==> src/rtl/sbox_pkg.sv <==
// sbox_pkg: shared types and defaults for the S-box build sequencer.
//   state_e        build FSM states
//   *_DEF          default parameter values for the sequencer and its interface
//   SBOX_DEPTH     table depth for the default element width
//   REJ_W          width of the duplicate counter
//   cnt_w()        bits needed to hold 0..max_val
package sbox_pkg;
    localparam int PRECISION_DEF    = 32;
    localparam int BIT_WIDTH_DEF    = 8;
    localparam int TIMEOUT_DEF      = 1024;
    localparam int MAX_ATTEMPTS_DEF = 65535;
    localparam int SBOX_DEPTH       = 2 ** BIT_WIDTH_DEF;
    localparam int REJ_W            = 16;

    typedef enum logic [2:0] {
        IDLE, REQ_PRNG, WAIT_PRNG, REQ_GEN, WAIT_GEN, CHECK, DONE, ERROR
    } state_e;

    function automatic int cnt_w(input int max_val);
        return $clog2(max_val + 1);
    endfunction
endpackage

==> src/rtl/sbox_build_ctrl_if.sv <==
// sbox_build_ctrl_if: PRNG, generator and table-write signals of the S-box builder.
//   prng_tvalid/prng_valid/prng_num1..3   request and result of the PRNG
//   gen_tvalid/gen_num1..3/gen_valid/gen_v request and candidate of sbox_generator
//   sbox_we/sbox_waddr/sbox_wdata         S-box RAM write port
//   master = sequencer side, slave = environment side
interface sbox_build_ctrl_if import sbox_pkg::*; #(
    parameter int PRECISION = PRECISION_DEF,
    parameter int BIT_WIDTH = BIT_WIDTH_DEF
);
    logic                 prng_tvalid;
    logic                 prng_valid;
    logic [PRECISION-1:0] prng_num1, prng_num2, prng_num3;
    logic                 gen_tvalid;
    logic [PRECISION-1:0] gen_num1, gen_num2, gen_num3;
    logic                 gen_valid;
    logic [BIT_WIDTH-1:0] gen_v;
    logic                 sbox_we;
    logic [BIT_WIDTH-1:0] sbox_waddr, sbox_wdata;

    modport master (
        output prng_tvalid, input prng_valid, prng_num1, prng_num2, prng_num3,
        output gen_tvalid, gen_num1, gen_num2, gen_num3, input gen_valid, gen_v,
        output sbox_we, sbox_waddr, sbox_wdata
    );
    modport slave (
        input prng_tvalid, output prng_valid, prng_num1, prng_num2, prng_num3,
        input gen_tvalid, gen_num1, gen_num2, gen_num3, output gen_valid, gen_v,
        input sbox_we, sbox_waddr, sbox_wdata
    );
endinterface

==> src/rtl/sbox_used_bitmap.sv <==
// sbox_used_bitmap: one flag per S-box value, marking values already placed.
//   clk, rst   clock and synchronous active-high reset
//   clr_i      clear every flag in one cycle (wins over set_i)
//   set_i      mark v_i as used
//   v_i        value under test / to set
//   used_o     combinational flag of v_i
module sbox_used_bitmap import sbox_pkg::*; #(
    parameter int BIT_WIDTH = BIT_WIDTH_DEF,
    parameter int DEPTH     = SBOX_DEPTH
) (
    input  logic                 clk,
    input  logic                 rst,
    input  logic                 clr_i,
    input  logic                 set_i,
    input  logic [BIT_WIDTH-1:0] v_i,
    output logic                 used_o
);
    logic [DEPTH-1:0] used_q;

    assign used_o = used_q[v_i];

    always_ff @(posedge clk) begin
        if (rst || clr_i)
            used_q <= '0;
        else if (set_i)
            used_q[v_i] <= 1'b1;
    end
endmodule

==> src/rtl/sbox_build_ctrl.sv <==
// sbox_build_ctrl: sequences PRNG -> sbox_generator attempts until a bijective S-box is written.
//   clk, reset_n   clock and synchronous reset (active-high despite the name)
//   start          build request, honoured only in IDLE/DONE/ERROR
//   bus            PRNG / generator handshakes and S-box table write port
//   busy           build in progress
//   done, error    level status of the last build (table complete / timeout or attempt overflow)
//   reject_cnt     duplicate candidates seen this build, saturating
module sbox_build_ctrl import sbox_pkg::*; #(
    parameter int PRECISION    = PRECISION_DEF,
    parameter int BIT_WIDTH    = BIT_WIDTH_DEF,
    parameter int TIMEOUT      = TIMEOUT_DEF,
    parameter int MAX_ATTEMPTS = MAX_ATTEMPTS_DEF
) (
    input  logic              clk,
    input  logic              reset_n,
    input  logic              start,
    sbox_build_ctrl_if.master bus,
    output logic              busy,
    output logic              done,
    output logic              error,
    output logic [REJ_W-1:0]  reject_cnt
);
    localparam int WAIT_W = cnt_w(TIMEOUT);
    // One spare bit so unique candidates past MAX_ATTEMPTS cannot wrap the counter.
    localparam int ATT_W  = cnt_w(MAX_ATTEMPTS) + 1;
    localparam logic [BIT_WIDTH-1:0] LAST = BIT_WIDTH'(2 ** BIT_WIDTH - 1);

    state_e                 state_q, state_d;
    logic [BIT_WIDTH-1:0]   cnt_q, cnt_d, v_q, v_d;
    logic [ATT_W-1:0]       att_q, att_d;
    logic [WAIT_W-1:0]      wait_q, wait_d;
    logic [REJ_W-1:0]       rej_q, rej_d;
    logic [PRECISION-1:0]   n1_q, n1_d, n2_q, n2_d, n3_q, n3_d;
    logic                   clr, set, used;

    sbox_used_bitmap #(.BIT_WIDTH(BIT_WIDTH), .DEPTH(2 ** BIT_WIDTH)) u_used (
        .clk    (clk),
        .rst    (reset_n),
        .clr_i  (clr),
        .set_i  (set),
        .v_i    (v_q),
        .used_o (used)
    );

    always_ff @(posedge clk) begin
        if (reset_n) begin
            state_q <= IDLE;
            cnt_q   <= '0;
            v_q     <= '0;
            att_q   <= '0;
            wait_q  <= '0;
            rej_q   <= '0;
            n1_q    <= '0;
            n2_q    <= '0;
            n3_q    <= '0;
        end else begin
            state_q <= state_d;
            cnt_q   <= cnt_d;
            v_q     <= v_d;
            att_q   <= att_d;
            wait_q  <= wait_d;
            rej_q   <= rej_d;
            n1_q    <= n1_d;
            n2_q    <= n2_d;
            n3_q    <= n3_d;
        end
    end

    always_comb begin
        state_d = state_q;
        cnt_d   = cnt_q;
        v_d     = v_q;
        att_d   = att_q;
        wait_d  = wait_q;
        rej_d   = rej_q;
        n1_d    = n1_q;
        n2_d    = n2_q;
        n3_d    = n3_q;
        clr     = 1'b0;
        set     = 1'b0;
        case (state_q)
            IDLE, DONE, ERROR: if (start) begin
                state_d = REQ_PRNG;
                clr     = 1'b1;
                cnt_d   = '0;
                att_d   = '0;
                rej_d   = '0;
            end
            REQ_PRNG, REQ_GEN: begin
                wait_d  = '0;
                state_d = state_q == REQ_PRNG ? WAIT_PRNG : WAIT_GEN;
            end
            // A strobe in the expiry cycle is still accepted: valid is tested first.
            WAIT_PRNG: if (bus.prng_valid) begin
                n1_d    = bus.prng_num1;
                n2_d    = bus.prng_num2;
                n3_d    = bus.prng_num3;
                state_d = REQ_GEN;
            end else if (wait_q == WAIT_W'(TIMEOUT - 1))
                state_d = ERROR;
            else
                wait_d = wait_q + WAIT_W'(1);
            WAIT_GEN: if (bus.gen_valid) begin
                v_d     = bus.gen_v;
                att_d   = att_q + ATT_W'(1);
                state_d = CHECK;
            end else if (wait_q == WAIT_W'(TIMEOUT - 1))
                state_d = ERROR;
            else
                wait_d = wait_q + WAIT_W'(1);
            CHECK: if (!used) begin
                set     = 1'b1;
                state_d = cnt_q == LAST ? DONE : REQ_PRNG;
                cnt_d   = cnt_q == LAST ? cnt_q : cnt_q + BIT_WIDTH'(1);
            end else begin
                rej_d   = &rej_q ? rej_q : rej_q + REJ_W'(1);
                state_d = att_q >= ATT_W'(MAX_ATTEMPTS) ? ERROR : REQ_PRNG;
            end
            default: state_d = IDLE;
        endcase
    end

    assign busy            = !(state_q inside {IDLE, DONE, ERROR});
    assign done            = state_q == DONE;
    assign error           = state_q == ERROR;
    assign reject_cnt      = rej_q;
    assign bus.prng_tvalid = state_q == REQ_PRNG;
    assign bus.gen_tvalid  = state_q == REQ_GEN;
    assign bus.gen_num1    = n1_q;
    assign bus.gen_num2    = n2_q;
    assign bus.gen_num3    = n3_q;
    assign bus.sbox_we     = state_q == CHECK && !used;
    assign bus.sbox_waddr  = cnt_q;
    assign bus.sbox_wdata  = v_q;
endmodule

==> src/flat_wrapper.sv <==
// flat-port wrapper written by rule: the top's interface ports become plain ports
module sbox_build_ctrl_flat import sbox_pkg::*;
#(
    parameter int PRECISION    = PRECISION_DEF,
    parameter int BIT_WIDTH    = BIT_WIDTH_DEF,
    parameter int TIMEOUT      = TIMEOUT_DEF,
    parameter int MAX_ATTEMPTS = MAX_ATTEMPTS_DEF
)
  (clk, reset_n, start, busy, done, error, reject_cnt, bus_prng_tvalid, bus_prng_valid, bus_prng_num1, bus_prng_num2, bus_prng_num3, bus_gen_tvalid, bus_gen_num1, bus_gen_num2, bus_gen_num3, bus_gen_valid, bus_gen_v, bus_sbox_we, bus_sbox_waddr, bus_sbox_wdata);
  sbox_build_ctrl_if #(.PRECISION(PRECISION), .BIT_WIDTH(BIT_WIDTH)) bus_i ();
  input  logic clk;
  input  logic reset_n;
  input  logic start;
  output logic busy;
  output logic done;
  output logic error;
  output logic [REJ_W-1:0] reject_cnt;
  output wire logic [$bits(bus_i.prng_tvalid)-1:0] bus_prng_tvalid;
  input wire logic [$bits(bus_i.prng_valid)-1:0] bus_prng_valid;
  input wire logic [$bits(bus_i.prng_num1)-1:0] bus_prng_num1;
  input wire logic [$bits(bus_i.prng_num2)-1:0] bus_prng_num2;
  input wire logic [$bits(bus_i.prng_num3)-1:0] bus_prng_num3;
  output wire logic [$bits(bus_i.gen_tvalid)-1:0] bus_gen_tvalid;
  output wire logic [$bits(bus_i.gen_num1)-1:0] bus_gen_num1;
  output wire logic [$bits(bus_i.gen_num2)-1:0] bus_gen_num2;
  output wire logic [$bits(bus_i.gen_num3)-1:0] bus_gen_num3;
  input wire logic [$bits(bus_i.gen_valid)-1:0] bus_gen_valid;
  input wire logic [$bits(bus_i.gen_v)-1:0] bus_gen_v;
  output wire logic [$bits(bus_i.sbox_we)-1:0] bus_sbox_we;
  output wire logic [$bits(bus_i.sbox_waddr)-1:0] bus_sbox_waddr;
  output wire logic [$bits(bus_i.sbox_wdata)-1:0] bus_sbox_wdata;
  assign bus_prng_tvalid = bus_i.prng_tvalid;
  assign bus_i.prng_valid = bus_prng_valid;
  assign bus_i.prng_num1 = bus_prng_num1;
  assign bus_i.prng_num2 = bus_prng_num2;
  assign bus_i.prng_num3 = bus_prng_num3;
  assign bus_gen_tvalid = bus_i.gen_tvalid;
  assign bus_gen_num1 = bus_i.gen_num1;
  assign bus_gen_num2 = bus_i.gen_num2;
  assign bus_gen_num3 = bus_i.gen_num3;
  assign bus_i.gen_valid = bus_gen_valid;
  assign bus_i.gen_v = bus_gen_v;
  assign bus_sbox_we = bus_i.sbox_we;
  assign bus_sbox_waddr = bus_i.sbox_waddr;
  assign bus_sbox_wdata = bus_i.sbox_wdata;
  sbox_build_ctrl #(.PRECISION(PRECISION), .BIT_WIDTH(BIT_WIDTH), .TIMEOUT(TIMEOUT), .MAX_ATTEMPTS(MAX_ATTEMPTS)) u_core (.clk(clk), .reset_n(reset_n), .start(start), .bus(bus_i), .busy(busy), .done(done), .error(error), .reject_cnt(reject_cnt));
endmodule
==> config.mk <==
export PLATFORM = sky130hd
export DESIGN_NAME = sbox_build_ctrl_flat
export DESIGN_NICKNAME = d
export VERILOG_FILES = /design/src/rtl/sbox_pkg.sv /design/src/rtl/sbox_build_ctrl_if.sv /design/src/rtl/sbox_used_bitmap.sv /design/src/rtl/sbox_build_ctrl.sv /design/src/flat_wrapper.sv
export SDC_FILE = /design/constraint.sdc
export NUM_CORES = 1
export LEC_CHECK = 0
export CAP_MARGIN = 5
export CORE_MARGIN = 8
export CORE_UTILIZATION = 45
export DETAILED_ROUTE_END_ITERATION = 7
export HOLD_SLACK_MARGIN = 0.02
export PLACE_DENSITY = 0.68
export SLEW_MARGIN = 5
export SYNTH_ARGS = -nofsm -noshare
export SYNTH_HDL_FRONTEND = slang
export SYNTH_SLANG_ARGS = --single-unit
==> constraint.sdc <==
create_clock -name clk -period 4.1 [get_ports clk]
set_clock_uncertainty 0.1 [all_clocks]
set_input_delay 0.41 -clock clk [delete_from_list [all_inputs] [get_ports clk]]
set_output_delay 0.41 -clock clk [all_outputs]
set_load 0.03 [all_outputs]
==> impl_metrics.toml, run 1 <==
[synth]
syn_area_mm2 = 0.0168
synth-seq-cells = 415
synthTopCellsByCount = "dfxtp_1, a22o_1, nand2_1"
ys_types = 72
ys_async_sr_fraction_pct = 0
synth_nets = 1749
synth_area_leader_cell = "dfxtp_1"
synthCells = 1635
yosysTopAreaCellShare_pct = 49.4
synth_edf_count = 0
synthFlopType = "dfxtp_1"
synth_area_leaders = "dfxtp_1, a22o_1, nand2_1, mux4_2, a21oi_1"
synth_most_common_cell = "dfxtp_1"
ys.warnings.count = 0
synth_area_per_cell_um2 = 10.3
seq_area_frac_synth_pct = 49.4

[route]
first_pass_iters = 6
via_count = 13800
drc = 0
vias_per_cell = 5.90
wl_per_cell_um = 21.5
drtIter0Drc = 1240
finalWirelength_um = 50300
final_antenna_net_count = 0

[timing]
slew_headroom_pct = 25.7
slew_violations = 0
fin_hold_ws_ns = 0.138
finalCritPeriodShare_pct = 98.1
min_period_ns = 4.02
clock.fmax_mhz = 249
setup_viol = 0
fin_ws_ns = 0.0787
hold_violations = 0
tightest_slew_ns = 1.11

[floorplanning]
die_area_mm2 = 0.0438
pin_count = 243
die_h_um = 209
row_count = 70
start_util_pct = 45.8
core_region_area_mm2 = 0.0367
die_w_um = 209

[worst_setup_path]
path_max_fanout = 39
worstPathArrival_ns = 3.51
crit_type = "reg2out"
end_kind = "output pin"
crit_path_start_kind = "register"
cp.required_ns = 3.59

[placement]
dp_hpwl_um = 32800
placed_cells_incl_taps = 2250
io_buffers = 242
gp_congestion = 0.843
post-place-ws_ns = 0.371

[grt]
antenna_found_initial = 1
grt_usage_pct = 21.9
grt_max_degree = 97
grt-ovfl-total = 0
grt_pass1_wl_um = 77300
grt_pass1_vias = 13200

[layout]
post-route-util_pct = 58.1
drive_gt1_share_pct = 11.0
fin_cells = 2340
area_growth_pct = 27.0
nNetsFinal = 1953

[flow_run]
max-cap-violations = 0

[cts]
cts_tree = "yes"
htree_levels = 2
clock_latency_ns = 0.55
tritoncts.num_buffers = 44
cts_sinks = 415
clk_pin_slew_ns = 0.06
clk_path_buf_depth = 3
root_buffer = "clkbuf_16"

[power_and_ir_drop]
power_mw = 8.85
p_leak_nw = 7.66
vdd_drop_max_v = 0.000272
power_density_mw_per_mm2 = 415

[worst_hold_path]
hold_class = "in2reg"

[outcome]
status = "finished, final reports clean"
==> flip-flops by register name (all words and copies together) (netlist names) <==
name / count
u_core.state_q: 3
u_core.bus.gen_num1: 32
u_core.u_used.used_q: 256
u_core.bus.sbox_wdata: 8
u_core.bus.gen_num3: 32
u_core.wait_q: 11
u_core.reject_cnt: 16
u_core.bus.sbox_waddr: 8
u_core.bus.gen_num2: 32
u_core.att_q: 17
==> timing repair <==
action,CTS,global route
cloned,1,0
hold buffers,0,0
gates resized for setup,3,4
endpoints found under the setup margin,1,1
buffers inserted,3,8
==> placed cells by master, fill, tap and decap left out, types with 10 or more instances in the layout <==
cell type,count
dfxtp_1,412
a22o_1,256
clkdlybuf4s50_1,240
nand2_1,234
a21oi_1,141
buf_4,60
nor2_1,58
clkbuf_16,45
nand3_1,38
mux2i_1,35
mux4_2,33
and3_1,25
mux4_1,22
o21ai_0,15
nor3_1,14
xor2_1,14
buf_12,13
o31ai_1,11
clkbuf_8,11
nand2b_1,10
or4_1,10
xnor2_1,10
==> where the power goes <==
part | switching, mW | internal [mW] | total [mW]
registers | 0.0408 | 4.08 | 4.12
logic | 0.411 | 0.244 | 0.655
clock network | 1.61 | 2.46 | 4.07
==> layer usage <==
layer	GRT usage, %	routed length (um)	part of all wire, %	vias to the layer above
met2	35.3	23600	47	517
met4	7.63	1590	3.1	0
met5	0	0	0	-
met3	4.00	3550	7.1	90
met1	29.1	21600	43	6757
li1	-	-	-	6437
==> metrics by stage <==
step / area, um2 / setup TNS [ns]
final: 21300 / 0
after global routing: 21300 / -0.00342
after CTS: 21200 / 0
after detailed placement: 19700 / 0
after global placement: 19700 / 0
after floorplan: 16800 / 0
==> final timing paths <==
path,from,end,slack [ns],cells after the start
max reg2reg,u_core.bus.sbox_wdata[1],u_core.u_used.used_q[9],0.53,12
min,reset_n,u_core.wait_q[4],0.14,2
min reg2reg,u_core.bus.gen_num3[15],u_core.bus.gen_num3[15],0.35,2
max,u_core.bus.sbox_wdata[1],bus_sbox_we,0.08,10
==> worst max-delay path, stage by stage, from the launching register on <==
cell	delay [ns]
dfxtp_4	0.44
buf_12	0.14
mux4_1	0.53
mux4_2	0.49
nand2b_1	0.15
a32oi_1	0.29
o21a_2	0.26
o21ai_4	0.15
inv_4	0.12
buf_12	0.18
buf_4	0.18
==> cells by family (layout without fill, tap and decap cells) <==
group | Yosys count | in the layout | synth area share, %
and+or+nand+nor | 458 | 458 | 13.0
other | 0 | 1 | 0
muxes | 94 | 94 | 10.2
adders and majority gates | 5 | 5 | 0.372
DFF | 415 | 415 | 49.4
buffers and inverters | 167 | 403 | 4.82
AOI/OAI and AO/OA | 472 | 472 | 20.9
xor gates and xnor gates | 24 | 24 | 1.25
==> cell type report <==
type | instances | area, um2
fillers | 3103 | 15400
flip-flops and latches | 415 | 8320
multi-input cells | 1053 | 7730
repair buffers | 315 | 3170
clock buffers | 65 | 1310
well taps | 468 | 586
clock inverters | 13 | 176
inverters | 10 | 40.0
diodes | 1 | 2.50
(Power assumes the default switching activity.)
==> run 2: changes to the inputs <==
HOLD_SLACK_MARGIN = 0.03   (was 0.02)
PLACE_DENSITY = 0.71   (was 0.68)
RECOVER_POWER = 50   (was not set)
clock period = 3.66 ns   (was 4.1 ns; I/O delays follow)
==> impl_metrics.toml, run 2 (synthesis results as in run 1) <==
[timing]
rsz0062_at_grt = "false"
min_period_ns = 3.59
hold_violations = 0
tightest_slew_ns = 1.70
fin_setup_tns_ns = 0
clock.fmax_mhz = 279
slew_headroom_pct = -13.5
finalCritPeriodShare_pct = 98.0
slew_violations = 85
setup_viol = 0
fin_hold_ws_ns = 0.0596

[floorplanning]
die_h_um = 209
die_w_um = 209
pin_count = 243
die_area_mm2 = 0.0438
core_region_area_mm2 = 0.0367
row_count = 70
start_util_pct = 45.8

[cts]
tritoncts.num_buffers = 43
clk_path_buf_depth = 3
htree_levels = 2
clk_pin_slew_ns = 0.07
holdBufCountCts = 0
cts_sinks = 415
root_buffer = "clkbuf_16"
cts_tree = "yes"
clock_latency_ns = 0.56

[worst_setup_path]
crit_type = "reg2out"
crit_path_start_kind = "register"
worstPathArrival_ns = 3.12
cp.required_ns = 3.19
path_max_fanout = 5
r2r_setup_slack_ns = 0.17
timing.rr.end = "u_core.reject_cnt[11]"
end_kind = "output pin"
r2r_cells = 13
r2r-start = "u_core.bus.sbox_wdata[0]"

[flow_run]
max-cap-violations = 1

[grt]
grt_usage_pct = 21.7
grt-ovfl-total = 0
antenna_found_initial = 1
grt_pass1_wl_um = 77200
grt_pass1_vias = 13300
grt_max_degree = 153

[layout]
post-route-util_pct = 58.2
nFillCells = 3076
seqCellArea_mm2 = 0.00832
final_area_mm2 = 0.0214
top_register = "u_core.u_used.used_q"
nNetsFinal = 1950
area_growth_pct = 27.1
layout_commonest_cell = "dfxtp_1"
largest_reg_flops = 256
multi_input_area_mm2 = 0.00778
drive_gt1_share_pct = 11.2
final_cell_mix = "dfxtp_1, a22o_1, nand2_1"
fin_cells = 2337

[placement]
postPlaceCellArea_mm2 = 0.0197
placed_cells_incl_taps = 2247
gp_congestion = 0.882
dp_hpwl_um = 32900
io_buffers = 242

[route]
first_pass_iters = 5
drc = 0
drtIter0Drc = 1089
finalWirelength_um = 49800
final_antenna_net_count = 0
wl_per_cell_um = 21.3
vias_per_cell = 5.96
via_count = 13900

[outcome]
violations = "max-capacitance violations, max-slew violations"
status = "complete, but fails checks"

[power_and_ir_drop]
p_leak_nw = 8.10
vdd_drop_max_v = 0.000428
power_density_mw_per_mm2 = 454

[worst_hold_path]
min_path_cells = 2
hold_class = "in2reg"
whs_endpoint = "u_core.wait_q[4]"
hp-start = "reset_n"
[run 2: cell count changes in the layout (fill, tap and decap cells not counted), moves of 4 or more]
cell	change
clkdlybuf4s50_1	-133
dlygate4sd3_1	+133
buf_4	-17
buf_12	+5
buf_6	+5
and2_0	+4
and2_1	-4
clkinv_2	+4
nor3_1	-4
nor3_2	+4
[run 2: layout make-up]
cell class                 instances  share of cell area (%)
sequential                       415                    38.9
multi-input combinational       1053                    36.4
timing repair buffer             313                    15.1
clock buffer                      60                    5.80
tap                              468                    2.74
clock inverter                    16                   0.779
inverter                          10                   0.187
antenna                            2                  0.0234
[run 2: worst max-delay path, cell delays in order (launching register included)]
cell	delay (ns)
dfxtp_4	0.40
buf_6	0.15
mux4_1	0.54
mux4_2	0.47
nand2b_4	0.17
a32oi_4	0.21
o21a_2	0.23
o21ai_4	0.08
inv_4	0.08
buf_12	0.10
buf_6	0.12
[run 2: repair_timing]
action,4_1_cts,5_1_grt
resized for setup,17,9
cloned,1,0
setup buffers,6,5
endpoints found under the setup margin,1,6
pin swaps,1,1
[run 2: power by group]
part	switching, mW	internal [mW]
clock network	1.79	2.58
registers	0.0413	4.57
logic	0.462	0.260
[run 2: worst max path at each step]
| stage | start | endpoint | slack, ns | depth (start not counted) |
|---|---|---|---|---|
| after floorplan | u_core.bus.sbox_wdata[0] | bus_sbox_we | 0.14 | 12 |
| after global placement | u_core.bus.sbox_wdata[1] | u_core.u_used.used_q[104] | 0.27 | 11 |
| after detailed placement | u_core.bus.sbox_wdata[1] | u_core.u_used.used_q[120] | 0.23 | 11 |
| after CTS | u_core.bus.sbox_wdata[1] | bus_sbox_we | 0.02 | 11 |
| after global routing | u_core.bus.sbox_wdata[0] | u_core.reject_cnt[10] | 0.0004 | 12 |
| final | u_core.bus.sbox_wdata[1] | bus_sbox_we | 0.07 | 10 |
[run 2: per-layer routing]
| layer | track usage (%) | vias to the layer above | share of wire (%) |
|---|---|---|---|
| met3 | 4.65 | 88 | 7.2 |
| met2 | 36.3 | 511 | 48 |
| met5 | 0 | - | 0 |
| met1 | 28.1 | 6884 | 42 |
| li1 | - | 6441 | - |
| met4 | 6.08 | 0 | 2.3 |
[run 2: through the flow]
stage | power (mW) | worst slack [ns]
6_report | 9.70 | 0.0741
5_1_grt | 10.0 | 0.000429
4_1_cts | 9.79 | 0.0159
3_5_place_dp | 5.45 | 0.225
3_3_place_gp | 5.44 | 0.273
2_1_floorplan | 5.13 | 0.142
==> run 3: changes to the inputs <==
SLEW_MARGIN = not set   (was 5)
clock period = 3.25 ns   (was 3.66 ns; I/O delays follow)
==> impl_metrics.toml, run 3 (synthesis results as in run 1) <==
[outcome]
status = "complete, but fails checks"
violations = "max-capacitance violations, max-slew violations, negative setup slack"

[layout]
final_area_mm2 = 0.0227
final_cell_mix = "dfxtp_1, a22o_1, nand2_1"
fin_cells = 2411
drive_gt1_share_pct = 17.7
nNetsFinal = 2022
nFillCells = 2925
area_growth_pct = 34.8
layout_commonest_cell = "dfxtp_1"
largest_reg_flops = 256
top_register = "u_core.u_used.used_q"

[power_and_ir_drop]
power_mw = 11.2
power_density_mw_per_mm2 = 496
p_leak_nw = 8.55
vdd_drop_max_v = 0.000339

[worst_setup_path]
crit_type = "reg2out"
worstPathArrival_ns = 3.06
crit_path_start_kind = "register"
path_max_fanout = 7
end_kind = "output pin"
cp.required_ns = 2.82
r2r_setup_slack_ns = -0.20

[timing]
tightest_slew_ns = 1.95
hold_violations = 0
setup_viol = 237
slew_headroom_pct = -30.3
clock.fmax_mhz = 287
min_period_ns = 3.48
finalCritPeriodShare_pct = 107
fin_ws_ns = -0.235
slew_violations = 97
rsz0062_at_grt = "true"

[route]
via_count = 14300
first_pass_iters = 5
drc = 0
drtIter0Drc = 1199
final_antenna_net_count = 0
wl_per_cell_um = 22.3
vias_per_cell = 5.91
finalWirelength_um = 53800

[grt]
grt_usage_pct = 22.4
antenna_found_initial = 3
grt-ovfl-total = 0
grt_pass1_wl_um = 79700
grt_pass1_vias = 13300
grt_max_degree = 123

[floorplanning]
start_util_pct = 45.8
die_h_um = 209
core_region_area_mm2 = 0.0367
row_count = 70
die_w_um = 209
pin_count = 243
die_area_mm2 = 0.0438

[flow_run]
max-cap-violations = 1

[cts]
root_buffer = "clkbuf_16"
tritoncts.num_buffers = 44
htree_levels = 2
cts_sinks = 415
clock_latency_ns = 0.56
clk_path_buf_depth = 3
clk_pin_slew_ns = 0.06
cts_tree = "yes"

[placement]
io_buffers = 242
placed_cells_incl_taps = 2280
dp_hpwl_um = 33700
postPlaceCellArea_mm2 = 0.0201
gp_congestion = 0.868

[worst_hold_path]
hold_class = "in2reg"
run 3: routing by layer:
metal,track usage (%),part of all wire [%]
met2,36.8,48
met5,0,0.059
met1,28.9,42
met3,5.76,7.9
met4,6.49,2.6
run 3: critical path: stages, from the launching register on:
cell,delay [ns]
dfxtp_4,0.41
buf_12,0.17
buf_12,0.14
mux4_1,0.56
mux2i_1,0.21
o221ai_1,0.23
o21ai_4,0.23
o211a_4,0.19
o21ai_4,0.07
inv_4,0.07
buf_6,0.09
buf_6,0.12
run 3: final timing paths:
check / depth (start not counted) / from / endpoint
setup reg to reg: 14 / u_core.bus.sbox_wdata[1] / u_core.u_used.used_q[215]
setup / recovery: 11 / u_core.bus.sbox_wdata[1] / bus_sbox_we
hold / removal: 2 / reset_n / u_core.att_q[16]
hold reg to reg: 2 / u_core.bus.gen_num3[0] / u_core.bus.gen_num3[0]
run 3: report_power, final:
| part | total, mW | leakage, nW | internal [mW] | switching, mW |
|---|---|---|---|---|
| Clock | 5.17 | 0.753 | 3.07 | 2.10 |
| Sequential | 5.18 | 3.35 | 5.15 | 0.0388 |
| Combinational | 0.882 | 4.45 | 0.327 | 0.554 |
run 3: per-stage QoR:
step	setup slack (ns)	hold WS, ns	TNS (ns)	utilization (%)
CTS	-0.197	0.0360	-2.18	60.0
global route	-0.324	0.0639	-48.39	61.7
detailed placement	-0.0963	0.346	-9.59	54.8
floorplan	0.0193	0.341	0	-
global placement	-0.00750	0.341	-0.0346	54.8
finish	-0.235	0.0514	-24.76	61.7
run 3: cell type report:
class	instances	area, um2	area share, %
Timing Repair Buffer	384	4170	18.4
Clock buffer	58	1260	5.58
Sequential cell	415	8320	36.7
Antenna cell	1	2.50	0.0110
Multi-Input combinational cell	1053	8040	35.5
Tap cell	468	586	2.58
Inverter	10	40.0	0.177
Clock inverter	22	233	1.03
run 3: repair_timing:
item | 4_1_cts | 5_1_grt
hold buffers | 0 | 0
gates resized for setup | 41 | 79
cloned | 5 | 8
endpoints found under the setup margin | 259 | 276
buffers inserted | 15 | 26
pin swaps | 9 | 27
hold endpoints to repair | 0 | 0
